==> src/rtl/cmp_sort_seq_if.sv <==
// Stream interface for cmp_sort_seq: load stream in, sorted stream out,
// plus the busy/out_last status flags.
interface cmp_sort_seq_if #(
  parameter int W = 5
);
  logic         in_valid;
  logic [W-1:0] in_data;
  logic         in_ready;
  logic         out_valid;
  logic [W-1:0] out_data;
  logic         out_ready;
  logic         busy;
  logic         out_last;

  // Producer/consumer side
  modport master (
    output in_valid, in_data, out_ready,
    input  in_ready, out_valid, out_data, busy, out_last
  );

  // Sorter side
  modport slave (
    input  in_valid, in_data, out_ready,
    output in_ready, out_valid, out_data, busy, out_last
  );
endinterface

==> src/rtl/cmp_sort_seq.sv <==
// cmp_sort_seq: loads N words, bubble-sorts them with one shared
// subtract-and-borrow compare per cycle, then drains them in ascending order.
// Optional macro CMP_SORT_SWAP_CNT_EN adds a saturating 6-bit swap counter port.
module cmp_sort_seq #(
  parameter int N = 4,
  parameter int W = 5
) (
  input  logic              clk,
  input  logic              rst,
  cmp_sort_seq_if.slave     bus
`ifdef CMP_SORT_SWAP_CNT_EN
  ,
  output logic [5:0]        swap_cnt
`endif
);

  localparam int IW = $clog2(N);
  localparam logic [IW-1:0] LAST_IDX  = IW'(N - 1);
  localparam logic [IW-1:0] LAST_J    = IW'(N - 2);
  localparam logic [IW-1:0] LAST_PASS = IW'(N - 2);

  typedef enum logic [1:0] {LOAD, SORT, DRAIN} state_t;

  state_t        state, state_next;
  logic [W-1:0]  mem [N];
  logic [IW-1:0] wr_idx, rd_idx, j, pass_cnt;
  logic [IW-1:0] j_nxt;
  logic          swapped;
  logic          in_ready_r;

  logic          accept, take;
  logic          out_valid, busy, out_last;
  logic [W-1:0]  out_data;

  // Shared compare unit: W-bit difference with borrow out of the MSB
  logic [W-1:0]  cmp_a, cmp_b, diff;
  logic          borrow, gt, sort_done;

  assign j_nxt = j + IW'(1);

  // Compare mem[j] against mem[j+1]; greater = no borrow and nonzero difference
  always_comb begin
    cmp_a         = mem[j];
    cmp_b         = mem[j_nxt];
    {borrow, diff} = {1'b0, cmp_a} - {1'b0, cmp_b};
    gt            = !borrow && (diff != '0);
    // the current compare's swap counts toward the early-exit decision
    sort_done     = (j == LAST_J) && (!(swapped || gt) || (pass_cnt == LAST_PASS));
  end

  assign accept = bus.in_valid && in_ready_r && (state == LOAD);
  assign take   = out_valid && bus.out_ready;

  // State register
  always_ff @(posedge clk or posedge rst) begin
    if (rst) state <= LOAD;
    else     state <= state_next;
  end

  // Next-state and status outputs
  always_comb begin
    state_next = state;
    out_valid  = 1'b0;
    busy       = 1'b0;
    out_last   = 1'b0;
    out_data   = '0;
    case (state)
      LOAD: begin
        if (accept && (wr_idx == LAST_IDX)) state_next = SORT;
      end
      SORT: begin
        busy = 1'b1;
        if (sort_done) state_next = DRAIN;
      end
      DRAIN: begin
        out_valid = 1'b1;
        out_data  = mem[rd_idx];
        out_last  = (rd_idx == LAST_IDX);
        if (take && out_last) state_next = LOAD;
      end
      default: state_next = LOAD;
    endcase
  end

  // in_ready is registered: it simply anticipates being in LOAD next cycle
  always_ff @(posedge clk or posedge rst) begin
    if (rst) in_ready_r <= 1'b0;
    else     in_ready_r <= (state_next == LOAD);
  end

  // Storage, indices, pass tracking and swap bookkeeping
  always_ff @(posedge clk or posedge rst) begin
    if (rst) begin
      for (int unsigned i = 0; i < N; i++) mem[i] <= '0;
      wr_idx   <= '0;
      rd_idx   <= '0;
      j        <= '0;
      pass_cnt <= '0;
      swapped  <= 1'b0;
`ifdef CMP_SORT_SWAP_CNT_EN
      swap_cnt <= '0;
`endif
    end else begin
      case (state)
        LOAD: begin
          if (accept) begin
            mem[wr_idx] <= bus.in_data;
            if (wr_idx == LAST_IDX) begin
              wr_idx   <= '0;
              j        <= '0;
              pass_cnt <= '0;
              swapped  <= 1'b0;
`ifdef CMP_SORT_SWAP_CNT_EN
              swap_cnt <= '0;
`endif
            end else begin
              wr_idx <= wr_idx + IW'(1);
            end
          end
        end
        SORT: begin
          if (gt) begin
            mem[j]     <= mem[j_nxt];
            mem[j_nxt] <= mem[j];
`ifdef CMP_SORT_SWAP_CNT_EN
            if (swap_cnt != 6'd63) swap_cnt <= swap_cnt + 6'd1;
`endif
          end
          if (j == LAST_J) begin
            j        <= '0;
            swapped  <= 1'b0;
            pass_cnt <= pass_cnt + IW'(1);
          end else begin
            j       <= j_nxt;
            swapped <= swapped || gt;
          end
        end
        DRAIN: begin
          if (take) rd_idx <= out_last ? '0 : rd_idx + IW'(1);
        end
        default: ;
      endcase
    end
  end

  assign bus.in_ready  = in_ready_r;
  assign bus.out_valid = out_valid;
  assign bus.out_data  = out_data;
  assign bus.busy      = busy;
  assign bus.out_last  = out_last;

endmodule

==> src/flat_wrapper.sv <==
// flat-port wrapper written by rule: the top's interface ports become plain ports
module cmp_sort_seq_flat 
#(
  parameter int N = 4,
  parameter int W = 5
)
  (clk, rst, bus_in_valid, bus_in_data, bus_out_ready, bus_in_ready, bus_out_valid, bus_out_data, bus_busy, bus_out_last);
  cmp_sort_seq_if #(.W(W)) bus_i ();
  input  logic clk;
  input  logic rst;
  input wire logic [$bits(bus_i.in_valid)-1:0] bus_in_valid;
  input wire logic [$bits(bus_i.in_data)-1:0] bus_in_data;
  input wire logic [$bits(bus_i.out_ready)-1:0] bus_out_ready;
  output wire logic [$bits(bus_i.in_ready)-1:0] bus_in_ready;
  output wire logic [$bits(bus_i.out_valid)-1:0] bus_out_valid;
  output wire logic [$bits(bus_i.out_data)-1:0] bus_out_data;
  output wire logic [$bits(bus_i.busy)-1:0] bus_busy;
  output wire logic [$bits(bus_i.out_last)-1:0] bus_out_last;
  assign bus_i.in_valid = bus_in_valid;
  assign bus_i.in_data = bus_in_data;
  assign bus_i.out_ready = bus_out_ready;
  assign bus_in_ready = bus_i.in_ready;
  assign bus_out_valid = bus_i.out_valid;
  assign bus_out_data = bus_i.out_data;
  assign bus_busy = bus_i.busy;
  assign bus_out_last = bus_i.out_last;
  cmp_sort_seq #(.N(N), .W(W)) u_core (.clk(clk), .rst(rst), .bus(bus_i));
endmodule
==> config.mk <==
export PLATFORM = sky130hd
export DESIGN_NAME = cmp_sort_seq_flat
export DESIGN_NICKNAME = d
export VERILOG_FILES = /design/src/rtl/cmp_sort_seq_if.sv /design/src/rtl/cmp_sort_seq.sv /design/src/flat_wrapper.sv
export SDC_FILE = /design/constraint.sdc
export NUM_CORES = 1
export LEC_CHECK = 0
export CELL_PAD_IN_SITES_DETAIL_PLACEMENT = 0
export CELL_PAD_IN_SITES_GLOBAL_PLACEMENT = 2
export CORE_UTILIZATION = 39
export CTS_CLUSTER_DIAMETER = 100
export DETAILED_ROUTE_END_ITERATION = 6
export GPL_ROUTABILITY_DRIVEN = 0
export GPL_TIMING_DRIVEN = 0
export PLACE_DENSITY_LB_ADDON = 0.1
export SETUP_SLACK_MARGIN = 0.15
export SLEW_MARGIN = 20
export SYNTH_ARGS = -nofsm -noshare
export SYNTH_HDL_FRONTEND = slang
export SYNTH_SLANG_ARGS = --single-unit
==> constraint.sdc <==
create_clock -name clk -period 5.1 [get_ports clk]
set_input_delay 1.02 -clock clk [delete_from_list [all_inputs] [get_ports clk]]
set_output_delay 1.02 -clock clk [all_outputs]
set_load 0.02 [all_outputs]
==> impl_metrics.env, run 1 <==
export IMPL_p_per_area_nw_per_um2=763
export IMPL_min_path_cells=2
export IMPL_grt_overflow=0
export IMPL_grt_max_degree=33
export IMPL_coreArea_um2=6420
export IMPL_cts_resized=0
export IMPL_dpl_worst_slack_ps=413
export IMPL_holdPathEnd="u_core.swapped"
export IMPL_cts_root_buf="clkbuf_8"
export IMPL_cts_sinks=32
export IMPL_setup_viol=0
export IMPL_skew_ps=7.03
export IMPL_nNetsFinal=302
export IMPL_cts_buffers=5
export IMPL_syn_area_per_cell_um2=10.4
export IMPL_crit_arrival_ps=4730
export IMPL_maxCapViolations=0
export IMPL_worst_setup_path_type="reg2reg"
export IMPL_vias_per_cell=5.86
export IMPL_finish_utilization_pct=46.4
export IMPL_combPwrFrac_pct=72.2
export IMPL_clock_latency_ps=290
export IMPL_syn2layout_area_growth_pct=13.8
export IMPL_drive_above_1_share_pct=21.7
export IMPL_worst_slew_pin_slew_ps=924
export IMPL_synth_top_area_cell="dfrtp_1"
export IMPL_hold_path_class="reg2reg"
export IMPL_synth_most_common_cell="dfrtp_1"
export IMPL_whs_ps=491
export IMPL_netSwitchingFraction_pct=49.3
export IMPL_grt_util_met3_pct=3.86
export IMPL_clkSlewWorstSetupHoldPaths_ps=70
export IMPL_yosysSeqAreaShare_pct=30.6
export IMPL_htreeDepth=2
export IMPL_gr_usage_met2_pct=35.5
export IMPL_clockBufferDepth=2
export IMPL_crit_required_ps=5270
export IMPL_syn_inst=251
export IMPL_max_freq_mhz=219
export IMPL_synth_seq_cells=32
export IMPL_hold_viol_final=0
export IMPL_vdd_drop_max_mv=0.293
export IMPL_initial_utilization_pct=40.8
export IMPL_ys_types=41
export IMPL_core_rowCount=29
export IMPL_status="complete, no violations"
export IMPL_ys_flop_type="dfrtp_1"
export IMPL_grt_pass1_wl_um=11800
export IMPL_wirelength_um=7320
export IMPL_drv_slew=0
export IMPL_cp_end_kind="flip-flop"
export IMPL_rsz0062_at_grt="false"
export IMPL_die_w_um=84.0
export IMPL_first_pass_iters=4
export IMPL_grt_pass1_vias=2096
export IMPL_internal_power_mw=1.15
export IMPL_fin_crit_ps=4560
export IMPL_antenna_found_initial=0
export IMPL_switchingPower_mw=1.12
export IMPL_cts_tree="yes"
export IMPL_postCtsSetupRepairBufs=0
export IMPL_power_mw=2.28
export IMPL_async_reset_ff_share_pct=100
export IMPL_p_leak_nw=1.22
export IMPL_r2r_setup_slack_ps=540
export IMPL_crit_path_start_kind="flip-flop"
export IMPL_io_pins=18
export IMPL_ys_warn_count=0
export IMPL_r2r_end="u_core.mem[16]"
export IMPL_syn_nets=278
export IMPL_wire_per_inst_um=20.7
export IMPL_die_area_um2=7050
export IMPL_slew_headroom_pct=37.9
export IMPL_p_clk_share_pct=9.4
export IMPL_synth_commonest_cells="dfrtp_1 (32), o21ai_0 (20), nand3_1 (18)"
export IMPL_fp_dieH_um=84.0
export IMPL_ys_top_cells_by_area="dfrtp_1 (31%), mux4_2 (13%), ha_1 (8.1%)"
export IMPL_seqPwrFrac_pct=18.4
export IMPL_grt_busiest_layer="met2"
export IMPL_synth_edf_count=0
export IMPL_post_route_period_util_pct=89.5
export IMPL_hold_buffers=0
export IMPL_track_usage_pct=22.6
export IMPL_drc=0
export IMPL_dp_hpwl_um=5240
export IMPL_synthesis_area_um2=2620
export IMPL_postRouteAntennaNets=0
export IMPL_diodes=0
export IMPL_initialDrtViolationCount=121
export IMPL_rr_startpoint="u_core.j[0]"
export IMPL_via_count=2067
export IMPL_hp_start="u_core.swapped"
export IMPL_use_met1_pct=31.0
export IMPL_worst_slack_ps=536
export IMPL_setup_tns_final_ps=0
export IMPL_crit_path_max_fanout=10
export IMPL_reg2reg_depth=13
export IMPL_synth_top_cell_area_share_pct=30.6
export IMPL_portBuffers=17
-- kinds of logic after synthesis --
family                   Yosys count  share of synthesized area (%)
AND/OR/NAND/NOR                   70                           13.9
AO/OA/AOI/OAI                     63                           18.1
multiplexers                      36                           22.6
flip-flops                        32                           30.6
buffers and inverters             31                           5.59
adder cells (fa/ha/maj)           18                           8.88
XOR/XNOR                           1                          0.334
-- layout by cell type, fill, tap and decap left out, types with 2 or more instances in the layout --
master	Yosys	final
inv_1	15	14
dfrtp_1	32	32
a21oi_1	6	6
nor2b_1	6	6
a22o_1	2	2
nand2_1	17	17
mux4_2	15	15
clkbuf_8	2	8
o31ai_4	4	4
buf_4	2	2
mux2_2	16	16
nor3_1	3	3
a211oi_1	2	2
or2_2	2	2
a221oi_1	3	3
mux2_4	5	5
buf_2	2	2
a22oi_1	17	17
o21ai_0	20	20
clkdlybuf4s50_1	0	17
a21o_1	2	2
nor2_1	11	11
nand3_1	18	18
and2_1	7	7
clkbuf_1	9	9
ha_1	17	17
-- stage by stage --
step | area [µm²] | cells
after floorplan | 2620 | 251
after global routing | 2980 | 353
after detailed placement | 2890 | 345
final | 2980 | 353
after CTS | 2980 | 353
after global placement | 2890 | 345
-- metal layers --
metal  vias to the layer above  wire, µm
li1                        987         -
met1                      1024      3400
met2                        47      3460
met3                         9       347
met4                         0       116
met5                         -         0
-- sequential cells by signal (all words and copies together) (netlist names) --
register and cells:
u_core.pass_cnt 2, u_core.state 2, u_core.wr_idx 2, u_core.rd_idx 2
u_core.swapped 1, u_core.mem 20, u_core.j 2, u_core.bus.in_ready 1
-- worst max path at each step --
stage / startpoint / to / cells after the start
finish: u_core.j[0] / u_core.mem[16] / 13
global route: u_core.j[0] / u_core.mem[16] / 13
CTS: u_core.j[1] / u_core.mem[19] / 13
detailed placement: u_core.j[1] / u_core.mem[15] / 13
global placement: u_core.j[1] / u_core.mem[19] / 13
floorplan: u_core.j[1] / u_core.mem[15] / 13
-- power groups by stage --
stage	clock (mW)	combinational, mW	sequential [mW]
after floorplan	0	1.25	0.405
after global placement	0	1.65	0.420
after detailed placement	0	1.65	0.424
after CTS	0.222	1.65	0.419
after global routing	0.230	1.80	0.433
final	0.213	1.64	0.419
-- area by class of cell --
| cell class | count | area (µm²) |
|---|---|---|
| multi-input combinational | 188 | 1670 |
| timing repair buffer | 17 | 170 |
| fill | 622 | 3440 |
| sequential | 32 | 801 |
| clock buffer | 7 | 86.3 |
| inverter | 16 | 60.1 |
| buffer | 15 | 87.6 |
| tap | 77 | 96.3 |
| clock inverter | 1 | 7.51 |
-- critical path: stages (launching register included) --
cell,delay (ps)
dfrtp_1,490
buf_2,340
inv_1,140
ha_1,480
mux4_2,430
ha_1,240
inv_1,70
fa_1,440
or3b_1,370
a2111oi_1,430
o221ai_1,240
nand4_4,260
o31ai_4,180
mux2_4,320
Power figures use the tool's default switching activity.
==> run 2, diff against run 1 <==
--- a/config.mk
+++ b/config.mk
@@ -7,6 +7,7 @@
 export LEC_CHECK = 0
 export CELL_PAD_IN_SITES_DETAIL_PLACEMENT = 0
 export CELL_PAD_IN_SITES_GLOBAL_PLACEMENT = 2
+export CORE_MARGIN = 1
 export CORE_UTILIZATION = 39
 export CTS_CLUSTER_DIAMETER = 100
 export DETAILED_ROUTE_END_ITERATION = 6
@@ -14,6 +15,7 @@
 export GPL_TIMING_DRIVEN = 0
 export PLACE_DENSITY_LB_ADDON = 0.1
 export SETUP_SLACK_MARGIN = 0.15
+export SKIP_LAST_GASP = 1
 export SLEW_MARGIN = 20
 export SYNTH_ARGS = -nofsm -noshare
 export SYNTH_HDL_FRONTEND = slang
==> results of run 2 <==
Final layout, timing and power as in run 1 (identical DEF).
